==> src/rtl/seq_gen_pkg.sv <==
// Shared types and defaults for the serial pattern generator.
// The PAR state is only reachable when SEQ_GEN_PARITY_EN is defined.
package seq_gen_pkg;

   typedef enum logic [2:0] {
      IDLE = 3'd0,
      SEND = 3'd1,
      GAP  = 3'd2,
      DONE = 3'd3,
      PAR  = 3'd4
   } seq_state_t;

   localparam int unsigned DEF_MAX_LEN  = 8;
   localparam int unsigned DEF_CNT_W    = 4;
   localparam int unsigned DEF_GAP_BITS = 2;

   function automatic int unsigned seq_len_w(input int unsigned max_len);
      return $clog2(max_len + 1);
   endfunction

endpackage

==> src/rtl/seq_piso.sv <==
// Parallel-load, left-shift register; msb is the bit at the top of the loaded field,
// last is high once no further bits remain behind the one currently on the line.
module seq_piso #(
   parameter int unsigned MAX_LEN = 8,
   parameter int unsigned LEN_W   = 4
) (
   input  logic               clk,
   input  logic               reset,
   input  logic               load,
   input  logic               shift,
   input  logic [MAX_LEN-1:0] data,
   input  logic [LEN_W-1:0]   cnt_init,
   output logic               msb,
   output logic               last
);

   logic [MAX_LEN-1:0] sr_q;
   logic [LEN_W-1:0]   cnt_q;

   always_ff @(posedge clk) begin
      if (reset) begin
         sr_q  <= '0;
         cnt_q <= '0;
      end else if (load) begin
         sr_q  <= data;
         cnt_q <= cnt_init;
      end else if (shift && (cnt_q != '0)) begin
         sr_q  <= sr_q << 1;
         cnt_q <= cnt_q - 1'b1;
      end
   end

   assign msb  = sr_q[MAX_LEN-1];
   assign last = (cnt_q == '0);

endmodule

==> src/rtl/seq_pattern_gen.sv <==
// Serial pattern transmitter: MSB-first copies of a loaded word with zero gaps between them.
// Define SEQ_GEN_PARITY_EN to append an even-parity bit to every copy.
module seq_pattern_gen
   import seq_gen_pkg::*;
#(
   parameter int unsigned MAX_LEN  = DEF_MAX_LEN,
   parameter int unsigned CNT_W    = DEF_CNT_W,
   parameter int unsigned GAP_BITS = DEF_GAP_BITS,
   localparam int unsigned LEN_W   = seq_len_w(MAX_LEN)
) (
   input  logic               clk,
   input  logic               reset,
   input  logic               start,
   input  logic [MAX_LEN-1:0] pattern,
   input  logic [LEN_W-1:0]   pat_len,
   input  logic [CNT_W-1:0]   repeat_cnt,
   output logic               outbits,
   output logic               bit_valid,
   output logic               busy,
   output logic               done,
   output logic               err
);

   localparam logic [2:0] S_IDLE = 3'(IDLE);
   localparam logic [2:0] S_SEND = 3'(SEND);
   localparam logic [2:0] S_GAP  = 3'(GAP);
   localparam logic [2:0] S_DONE = 3'(DONE);
   localparam logic [2:0] S_PAR  = 3'(PAR);
   localparam int unsigned GAP_W = (GAP_BITS > 1) ? $clog2(GAP_BITS) : 1;

   // Left-justify the active field so its MSB sits at the top of the word.
   function automatic logic [MAX_LEN-1:0] align(input logic [MAX_LEN-1:0] p,
                                                input logic [LEN_W-1:0]   l);
      return p << (MAX_LEN - int'(l));
   endfunction

   logic [2:0]         state_q, state_d;
   logic [MAX_LEN-1:0] pat_q, pat_d;
   logic [LEN_W-1:0]   len_q, len_d;
   logic [CNT_W-1:0]   copies_q, copies_d;
   logic [GAP_W-1:0]   gap_q, gap_d;
   logic               outbits_q, bit_d;
   logic               valid_q, valid_d;
   logic               busy_q, done_q, err_q, err_d;
   logic [MAX_LEN-1:0] src_pat, first;
   logic [LEN_W-1:0]   src_len;
   logic               len_ok, copy_end, copy_start, shift;
   logic               piso_msb, piso_last;
`ifdef SEQ_GEN_PARITY_EN
   logic               par_q, par_d;
`endif

   assign len_ok  = (pat_len != '0) && (pat_len <= LEN_W'(MAX_LEN));
   assign src_pat = (state_q == S_IDLE) ? pattern : pat_q;
   assign src_len = (state_q == S_IDLE) ? pat_len : len_q;
   assign first   = align(src_pat, src_len);

   // The first bit of a copy is emitted straight from the aligned word; the
   // shifter is loaded with the remainder so it is always one bit ahead.
   seq_piso #(
      .MAX_LEN (MAX_LEN),
      .LEN_W   (LEN_W)
   ) u_piso (
      .clk      (clk),
      .reset    (reset),
      .load     (copy_start),
      .shift    (shift),
      .data     (first << 1),
      .cnt_init (src_len - 1'b1),
      .msb      (piso_msb),
      .last     (piso_last)
   );

   always_comb begin
      state_d    = state_q;
      pat_d      = pat_q;
      len_d      = len_q;
      copies_d   = copies_q;
      gap_d      = gap_q;
      bit_d      = 1'b0;
      valid_d    = 1'b0;
      err_d      = 1'b0;
      shift      = 1'b0;
      copy_end   = 1'b0;
      copy_start = 1'b0;
      case (state_q)
         S_IDLE: begin
            if (start) begin
               if (len_ok) begin
                  pat_d      = pattern;
                  len_d      = pat_len;
                  copies_d   = repeat_cnt;
                  copy_start = 1'b1;
               end else begin
                  err_d = 1'b1;
               end
            end
         end
         S_SEND: begin
            if (!piso_last) begin
               bit_d   = piso_msb;
               valid_d = 1'b1;
               shift   = 1'b1;
            end else begin
`ifdef SEQ_GEN_PARITY_EN
               state_d = S_PAR;
               bit_d   = par_q;
               valid_d = 1'b1;
`else
               copy_end = 1'b1;
`endif
            end
         end
`ifdef SEQ_GEN_PARITY_EN
         S_PAR: copy_end = 1'b1;
`endif
         S_GAP: begin
            if (gap_q == '0) copy_start = 1'b1;
            else             gap_d      = gap_q - 1'b1;
         end
         S_DONE:  state_d = S_IDLE;
         default: state_d = S_IDLE;
      endcase

      if (copy_end) begin
         if (copies_q == '0) begin
            state_d = S_DONE;
         end else if (GAP_BITS > 0) begin
            state_d = S_GAP;
            gap_d   = GAP_W'(GAP_BITS - 1);
         end else begin
            copy_start = 1'b1;
         end
      end

      if (copy_start) begin
         state_d = S_SEND;
         bit_d   = first[MAX_LEN-1];
         valid_d = 1'b1;
         if (state_q != S_IDLE) copies_d = copies_q - 1'b1;
      end
   end

`ifdef SEQ_GEN_PARITY_EN
   always_comb begin
      par_d = par_q;
      if ((state_q == S_IDLE) && copy_start) par_d = ^first;
   end

   always_ff @(posedge clk) begin
      if (reset) par_q <= 1'b0;
      else       par_q <= par_d;
   end
`endif

   always_ff @(posedge clk) begin
      if (reset) begin
         state_q   <= S_IDLE;
         pat_q     <= '0;
         len_q     <= '0;
         copies_q  <= '0;
         gap_q     <= '0;
         outbits_q <= 1'b0;
         valid_q   <= 1'b0;
         busy_q    <= 1'b0;
         done_q    <= 1'b0;
         err_q     <= 1'b0;
      end else begin
         state_q   <= state_d;
         pat_q     <= pat_d;
         len_q     <= len_d;
         copies_q  <= copies_d;
         gap_q     <= gap_d;
         outbits_q <= bit_d;
         valid_q   <= valid_d;
         busy_q    <= (state_d != S_IDLE);
         done_q    <= (state_d == S_DONE);
         err_q     <= err_d;
      end
   end

   assign outbits   = outbits_q;
   assign bit_valid = valid_q;
   assign busy      = busy_q;
   assign done      = done_q;
   assign err       = err_q;

endmodule
==> config.mk <==
export PLATFORM = sky130hd
export DESIGN_NAME = seq_pattern_gen
export DESIGN_NICKNAME = d
export VERILOG_FILES = /design/src/rtl/seq_gen_pkg.sv /design/src/rtl/seq_piso.sv /design/src/rtl/seq_pattern_gen.sv
export SDC_FILE = /design/constraint.sdc
export NUM_CORES = 1
export LEC_CHECK = 0
export ABC_AREA = 1
export CAP_MARGIN = 20
export CELL_PAD_IN_SITES_DETAIL_PLACEMENT = 1
export CELL_PAD_IN_SITES_GLOBAL_PLACEMENT = 2
export CORE_AREA = 2 2 89 91
export CTS_BUF_LIST = sky130_fd_sc_hd__clkbuf_8
export CTS_CLUSTER_DIAMETER = 150
export CTS_CLUSTER_SIZE = 8
export DETAILED_ROUTE_END_ITERATION = 8
export DIE_AREA = 0 0 91 93
export PLACE_DENSITY_LB_ADDON = 0.15
export SYNTH_ARGS = -nofsm -noshare
export SYNTH_HDL_FRONTEND = slang
export SYNTH_HIERARCHICAL = 1
export SYNTH_SLANG_ARGS = --single-unit
==> constraint.sdc <==
create_clock -name clk -period 2.21 [get_ports clk]
set_input_delay 0.3315 -clock clk [delete_from_list [all_inputs] [get_ports clk]]
set_output_delay 0.3315 -clock clk [all_outputs]
set_load 0.01 [all_outputs]
Yosys cells after proc, flatten, opt, wreduce, memory -nomap -nowiden. Index checks and enable logic that the tools add are counted.

$add $sub $neg: 5. Magnitude comparators: 1. Equality and inequality tests: 3. Shifts and indexed selects: 1. Mux-type cells: 32. Bitwise logic cells: 2. Reduce and logical (&&, ||, !) cells: 13.

Operator list (count): $mux 4 (8); $shl 8x32->8 (1); $mux 8 (3); $mux 1 (17); $sub 4x1->4 const B (3); $mux 3 (3); $logic_not 4->1 (2); $reduce_bool 4->1 (2); $eq 3x2->1 const B (2); $reduce_bool 3->1 (2); $reduce_or 3->1 (2); $sub 4x4->5 const A (1); $le 4x4->1 const B (1); $eq 3x1->1 const B (1); $logic_not 3->1 (1); $reduce_and 3->1 (1); $logic_and 1x1->1 (2); $not 1->1 (2); $pmux 1 s2 (1); $reduce_bool 2->1 (1); $sub 1x1->1 const B (1).

Flip-flop bits (word level): 36. Output and inout port bits: 5. Logic and storage cells: 69.

Logic depth before layout (Yosys ltp). Gate-level depths: netlist (run 1).

Depth after elaboration: 7. Gate-level depth with buffers: 17.

Modules after synthesis. Netlist (run 1), hierarchy kept.

Modules (own cells, without submodules): seq_pattern_gen (times used 1, cells each 245, area each 1599.0 um2); seq_piso (times used 1, cells each 104, area each 721.9 um2).

Worst setup path before layout (run 1). No wires, ideal clock.

Path type: register -> register. Start point: reg state_q[2]. End point: reg u_piso.sr_q[7]. Setup time: 0.066 ns. Arrival: 1.943 ns. Path slack: 0.201 ns. Stages on the path, launching flop included: 17. Cell sequence: dfxtp_1 -> nor2_4 -> buf_6 -> nand3_1 -> nand2_4 -> ha_1 -> nand3_1 -> nand2_2 -> buf_6 -> nand2_1 -> o21ai_1 -> nand2_1 -> a21oi_1 -> nand2_1 -> nand2_1 -> nand2_1 -> a21oi_2.

Word-level cells in the longest chain between the ends: 5.

RTL lines: start, declared (RTL line seq_pattern_gen.sv:37) `logic [2:0] state_q, state_d;`; start signal, assigned (RTL line seq_pattern_gen.sv:169) `state_q <= state_d;`; $logic_not 3->1 (*) (RTL line seq_pattern_gen.sv:54, seq_pattern_gen.sv:55); $mux 4 (RTL line seq_pattern_gen.sv:55) `assign src_len = (state_q == S_IDLE) ? pat_len : len_q;`; $sub 4x4->5 (RTL line seq_pattern_gen.sv:34) `return p << (MAX_LEN - int'(l));`; $shl 8x32->8 (*) (RTL line seq_pattern_gen.sv:34); named net first[6] (RTL line seq_pattern_gen.sv:45) `logic [MAX_LEN-1:0] src_pat, first;`; $mux 8 (*) (RTL line seq_piso.sv:24) `end else if (load) begin`; end signal, assigned (RTL line seq_piso.sv:25) `sr_q <= data;`; end signal, assigned (RTL line seq_piso.sv:28) `sr_q <= sr_q << 1;`; end, declared (RTL line seq_piso.sv:17) `logic [MAX_LEN-1:0] sr_q;`.

Mark *: on every way through the listed nets, which the timed path passes. The rest lies on a longest branch. A chain may end at the register's enable or synchronous reset.

Worst setup path after layout (run 1).
Start point: reg state_q[0]. End point: reg u_piso.sr_q[7].

Same word-level chain as after synthesis.

==> impl_metrics.ini, run 1 <==
[synthesis]
yosys-top-cells-count = nand2_1 (112), dfxtp_1 (37), nand3_1 (36), inv_1 (32), nor2_1 (21)
yosys.area.top_type = dfxtp_1
ys.flop_type = dfxtp_1
ys_seq_elements = 37
synth_edf_count = 0
syn_inst = 349
ys_seq_area_share_pct = 31.9
synth.avg_cell_area_sq_um = 6.65
synth_cell_types = 35
synthArstFlopShare_pct = 0
synth.most_common_cell = nand2_1
syn_area_sq_mm = 0.00232
ys_warn_count = 6
yosysTopAreaCellShare_pct = 31.9
ys_top_cells_by_area = dfxtp_1 (32%), nand2_1 (18%), nand3_1 (7.8%)

[global_routing]
grt-ovfl-total = 0
grt_pass1_vias = 2426
track_usage_pct = 16.2
grt_max_degree = 19
grt_pass1_wl_microns = 11100
antenna_found_initial = 0

[power_and_ir_drop]
ir_drop_mv = 0.257
powerDensity_mw_per_mm2 = 592
total_leakage_power_nw = 1.31

[detailed_routing]
wl_microns = 6530
route.detailed.drc = 0
drtIter0Drc = 60
wl_met3_microns = 137
ant_nets = 0
met1_length_microns = 3180
highest_layer = met4
drt_pass1_iterations = 4
wl_met2_microns = 3150
wl_per_cell_microns = 12.9
vias = 2383
routed_via_density = 4.71

[sta]
slew_violations = 0
finClkSkew_ns = 0.00751
fin_crit_sh_pct = 94.3
hold_viol_final = 0
rsz0062_at_grt = yes
fmax_mhz = 480
setup_violations = 0
fin_hold_ws_ns = 0.464
period_minus_slack_ns = 2.08
worst_slack_ns = 0.126

[cells_and_area]
fin_nets = 425
antenna_cells = 0
stdcell_area_sq_mm = 0.00301
fill_cells = 1005
layout-drive-gt1-share_pct = 21.3
area_delta_synth_final_pct = 29.5

[cts]
cts_buffers = 5
cts.htree.levels = 2
cts_tree = done
clk_pin_slew_ns = 0.08
root_buffer = clkbuf_8
cts_buffer_depth = 2
clock_latency_ns = 0.29
clock-sinks = 37

[critical_path]
critPathLaunch = state_q[0]
crit_path_end_kind = register
critPathKind = reg -> reg
reg2regPathDepth = 15
crit_path_end = u_piso/sr_q[7]
r2r-start = state_q[0]
rr_endpoint = u_piso/sr_q[7]
rrSetupSlack_ns = 0.13
worstPathRequired_ns = 2.44
start_kind = register
crit_fanout = 8
cp.arrival_ns = 2.32

[outcome]
status = finished clean

[place]
place.gp.congestion = 0.782
io_buffers = 23
dp_hpwl_microns = 4970
place_area_sq_mm = 0.00283
place_ws_ns = -0.157

[die]
ios = 24
coreArea_sq_mm = 0.00753
die_x_microns = 91
start_util_pct = 30.8
rows = 32
dieArea_sq_mm = 0.00846
die_y_microns = 93

[job]
drv_cap = 0

[hold_path]
hp-class = reg -> reg
repair_timing:
item | 4_1_cts | 5_1_grt
resized for setup | 1 | 11
cloned | 0 | 0
hold buffers | 0 | 0
pin swaps | 0 | 9
setup endpoints to repair | 3 | 8
buffers inserted | 0 | 4
cell type report:
cell class	instances	area (sq um)	area share, %
clock inverters	2	13.8	0.458
repair buffers	58	518	17.2
well taps	102	128	4.24
flip-flops and latches	37	743	24.7
clock buffers	6	82.6	2.75
multi-input cells	262	1370	45.6
inverters	39	151	5.04
worst min path at each step:
| stage | from | to | cells after the start | slack [ns] |
|---|---|---|---|---|
| 2_1_floorplan | reset | u_piso/sr_q[5] | 1 | 0.39 |
| 3_3_place_gp | pat_q[7] | pat_q[7] | 2 | 0.45 |
| 3_5_place_dp | pat_q[5] | pat_q[5] | 2 | 0.46 |
| 4_1_cts | pat_q[5] | pat_q[5] | 2 | 0.47 |
| 5_1_grt | pat_q[4] | pat_q[4] | 2 | 0.49 |
| 6_report | pat_q[5] | pat_q[5] | 2 | 0.46 |
logic make-up (layout without fill, tap and decap cells):
logic type / count (synthesis) / in the layout / share of synthesized area (%)
XOR/XNOR: 2 / 2 / 0.755
adder cells (fa/ha/maj): 3 / 3 / 1.62
other: 1 / 2 / 0.162
buffers and inverters: 51 / 105 / 11.1
AO/OA/AOI/OAI: 56 / 56 / 14.9
AND/OR/NAND/NOR: 199 / 199 / 39.5
flip-flops: 37 / 37 / 31.9
stage by stage:
step | cells | TNS, ns | utilization, % | power, mW
6_report | 506 | 0 | 39.9 | 1.78
5_1_grt | 506 | -0.0646 | 39.9 | 1.91
4_1_cts | 502 | 0 | 39.0 | 1.78
3_5_place_dp | 494 | -0.958 | 37.6 | 1.25
3_3_place_gp | 494 | -0.479 | 37.6 | 1.24
2_1_floorplan | 350 | 0 | - | 1.06
layer usage:
layer  vias to the layer above  track usage (%)
met5                         -                0
met4                         0             3.79
met3                         5             2.74
met2                        22             29.2
met1                      1127             20.0
li1                       1229                -
state kept, by name (all words and copies together) (netlist names), named ones only:
name and flops:
len_q 4, copies_q 3, done 1, u_piso/sr_q 8
busy 1, outbits 1, pat_q 8, err 1
u_piso/cnt_q 4, bit_valid 1, state_q 3, gap_q 1
report_power, final:
part | switching (mW) | total [mW] | internal (mW) | leakage, nW
Sequential | 0.0173 | 0.714 | 0.696 | 0.301
Combinational | 0.316 | 0.552 | 0.236 | 0.957
Clock | 0.262 | 0.516 | 0.253 | 0.0512
Total | 0.595 | 1.78 | 1.19 | 1.31
worst max-delay path, stage by stage, from the launching register on:
cell,delay (ns)
dfxtp_2,0.34
nor2_4,0.20
nand2_4,0.10
o21ai_4,0.20
ha_4,0.17
nand3_4,0.08
nand2_4,0.12
nand2_2,0.05
o21a_1,0.20
nand2_1,0.06
nand2_1,0.06
a21oi_1,0.14
nand2_1,0.06
nand2_1,0.06
nand2_1,0.06
a21oi_2,0.12
placed cells by master, fill, tap and decap left out, drive strengths merged:
master and count:
nand2 121, nand3 40, inv 39, dfxtp 37, buf 35, a21oi 29, nor2 25, clkdlybuf4s50 23
o21ai 19, nor3 6, a211oi 6, clkbuf 6, ha 3, or2 2, nand4 2, conb 2
nand3b 2, clkinv 2, xor2 1, o21a 1, nor4 1, a32oi 1, xnor2 1
(Power assumes the default switching activity.)
==> run 2: changes to the inputs <==
--- a/config.mk
+++ b/config.mk
@@ -11,11 +11,11 @@
 export CELL_PAD_IN_SITES_GLOBAL_PLACEMENT = 2
 export CORE_AREA = 2 2 89 91
 export CTS_BUF_LIST = sky130_fd_sc_hd__clkbuf_8
-export CTS_CLUSTER_DIAMETER = 150
+export CTS_CLUSTER_DIAMETER = 60
 export CTS_CLUSTER_SIZE = 8
 export DETAILED_ROUTE_END_ITERATION = 8
 export DIE_AREA = 0 0 91 93
-export PLACE_DENSITY_LB_ADDON = 0.15
+export PLACE_DENSITY = 0.84
 export SYNTH_ARGS = -nofsm -noshare
 export SYNTH_HDL_FRONTEND = slang
 export SYNTH_HIERARCHICAL = 1
==> impl_metrics.ini, run 2 (synthesized netlist as in run 1, its figures left out) <==
[sta]
period_minus_slack_ns = 2.13
setup_violations = 0
fmax_mhz = 469
fin_hold_ws_ns = 0.472
slew_violations = 0
rsz0062_at_grt = yes
fin_crit_sh_pct = 96.5
finClkSkew_ns = 0.0115
hold_viol_final = 0

[critical_path]
crit_fanout = 5
reg2regPathDepth = 15
start_kind = register
crit_path_end_kind = register
critPathKind = reg -> reg
worstPathRequired_ns = 2.44
rrSetupSlack_ns = 0.08
cp.arrival_ns = 2.36

[cts]
cts_buffers = 5
root_buffer = clkbuf_8
cts_tree = done
cts-hold-fix-buffers = 0
clock-sinks = 37
clock_latency_ns = 0.30
cts_buffer_depth = 2
clk_pin_slew_ns = 0.09
cts.htree.levels = 2

[detailed_routing]
drtIter0Drc = 65
ant_nets = 0
vias = 2351
wl_microns = 6420
drt_pass1_iterations = 4
routed_via_density = 4.70
wl_per_cell_microns = 12.8
route.detailed.drc = 0

[global_routing]
grt_max_degree = 31
track_usage_pct = 15.4
grt-ovfl-total = 0
antenna_found_initial = 0
grt_pass1_vias = 2381
grt_pass1_wl_microns = 10700

[outcome]
status = finished clean

[die]
ios = 24
dieArea_sq_mm = 0.00846
rows = 32
coreArea_sq_mm = 0.00753
die_x_microns = 91
die_y_microns = 93
start_util_pct = 30.8

[cells_and_area]
mostFrequentLayoutCells = nand2_1 (108), nand3_1 (35), dfxtp_1 (34), inv_1 (32), buf_4 (26)
antenna_cells = 0
final_common_cell = nand2_1
fin_nets = 420
finish.utilization_pct = 40.0
top_regs = pat_q (8), u_piso/sr_q (8)
layout-drive-gt1-share_pct = 21.6
area_delta_synth_final_pct = 29.7

[power_and_ir_drop]
powerDensity_mw_per_mm2 = 620
total_leakage_power_nw = 1.30
total_power_mw = 1.87
ir_drop_mv = 0.259

[place]
io_buffers = 23
place.gp.congestion = 0.838
dp_hpwl_microns = 4590

[hold_path]
min_path_cells = 2
hp-class = reg -> reg

[job]
drv_cap = 0
## run 2: cell count changes in the layout (fill, tap and decap cells not counted), moves of 2 or more
cell and change:
buf_4 -7, nand2_1 -3, nand2_2 +3, nor2_1 -2
nor2_2 +2
## run 2: path summary, 6_finish.rpt
| path | from | end |
|---|---|---|
| worst min-delay path | pat_q[3] | pat_q[3] |
| worst max register to register | state_q[2] | u_piso/sr_q[5] |
| worst min register to register | pat_q[3] | pat_q[3] |
| worst max-delay path | state_q[2] | u_piso/sr_q[5] |
## run 2: what timing repair did
| item | in CTS | in global routing |
|---|---|---|
| setup endpoints to repair | 0 | 11 |
| endpoints found under the hold margin | 0 | 0 |
| setup buffers | 0 | 2 |
| resized for setup | 0 | 18 |
## run 2: final cells by class
type	instances	area [sq um]
repair buffers	52	485
fillers	1005	4520
multi-input cells	263	1400
inverters	39	149
clock inverters	2	35.0
well taps	102	128
flip-flops and latches	37	744
clock buffers	5	68.8
## run 2: stage by stage
stage          TNS, ns  worst slack, ns  cell area [sq um]  instances
6_report             0           0.0780               3010        500
5_1_grt         -0.168          -0.0544               3010        500
4_1_cts              0          0.00471               2910        497
3_5_place_dp     -1.23           -0.216               2800        490
3_3_place_gp    -0.632           -0.136               2800        490
2_1_floorplan        0            0.201               2320        350
## run 2: worst max-delay path: stages (launching register included)
cell	delay, ns
dfxtp_2	0.36
nor2_4	0.17
nand2_4	0.11
o21ai_4	0.20
ha_4	0.17
nand3_4	0.11
nand2_4	0.12
nand2_2	0.05
o21a_1	0.21
nor2_2	0.10
nor2_1	0.04
a21oi_1	0.13
nand2_1	0.06
nand2_1	0.06
nand2_1	0.06
a21oi_2	0.11
## run 2: report_power, final
group	switching, mW	internal, mW
combinational	0.325	0.238
clock	0.261	0.329
sequential	0.0177	0.696
## run 2: layer usage
| layer | GRT usage, % | vias to the layer above | part of all wire [%] |
|---|---|---|---|
| met5 | 0 | - | 0 |
| met4 | 3.91 | 0 | 0.87 |
| met3 | 3.06 | 6 | 2.6 |
| met2 | 27.8 | 27 | 50 |
| met1 | 18.7 | 1096 | 46 |
| li1 | - | 1222 | - |
==> run 3: changes to the inputs <==
--- a/config.mk
+++ b/config.mk
@@ -11,7 +11,7 @@
 export CELL_PAD_IN_SITES_GLOBAL_PLACEMENT = 2
 export CORE_AREA = 2 2 89 91
 export CTS_BUF_LIST = sky130_fd_sc_hd__clkbuf_8
-export CTS_CLUSTER_DIAMETER = 60
+export CTS_CLUSTER_DIAMETER = 100
 export CTS_CLUSTER_SIZE = 8
 export DETAILED_ROUTE_END_ITERATION = 8
 export DIE_AREA = 0 0 91 93
==> results of run 3 <==
The final DEF is identical to that of run 2; final timing and power are the same.
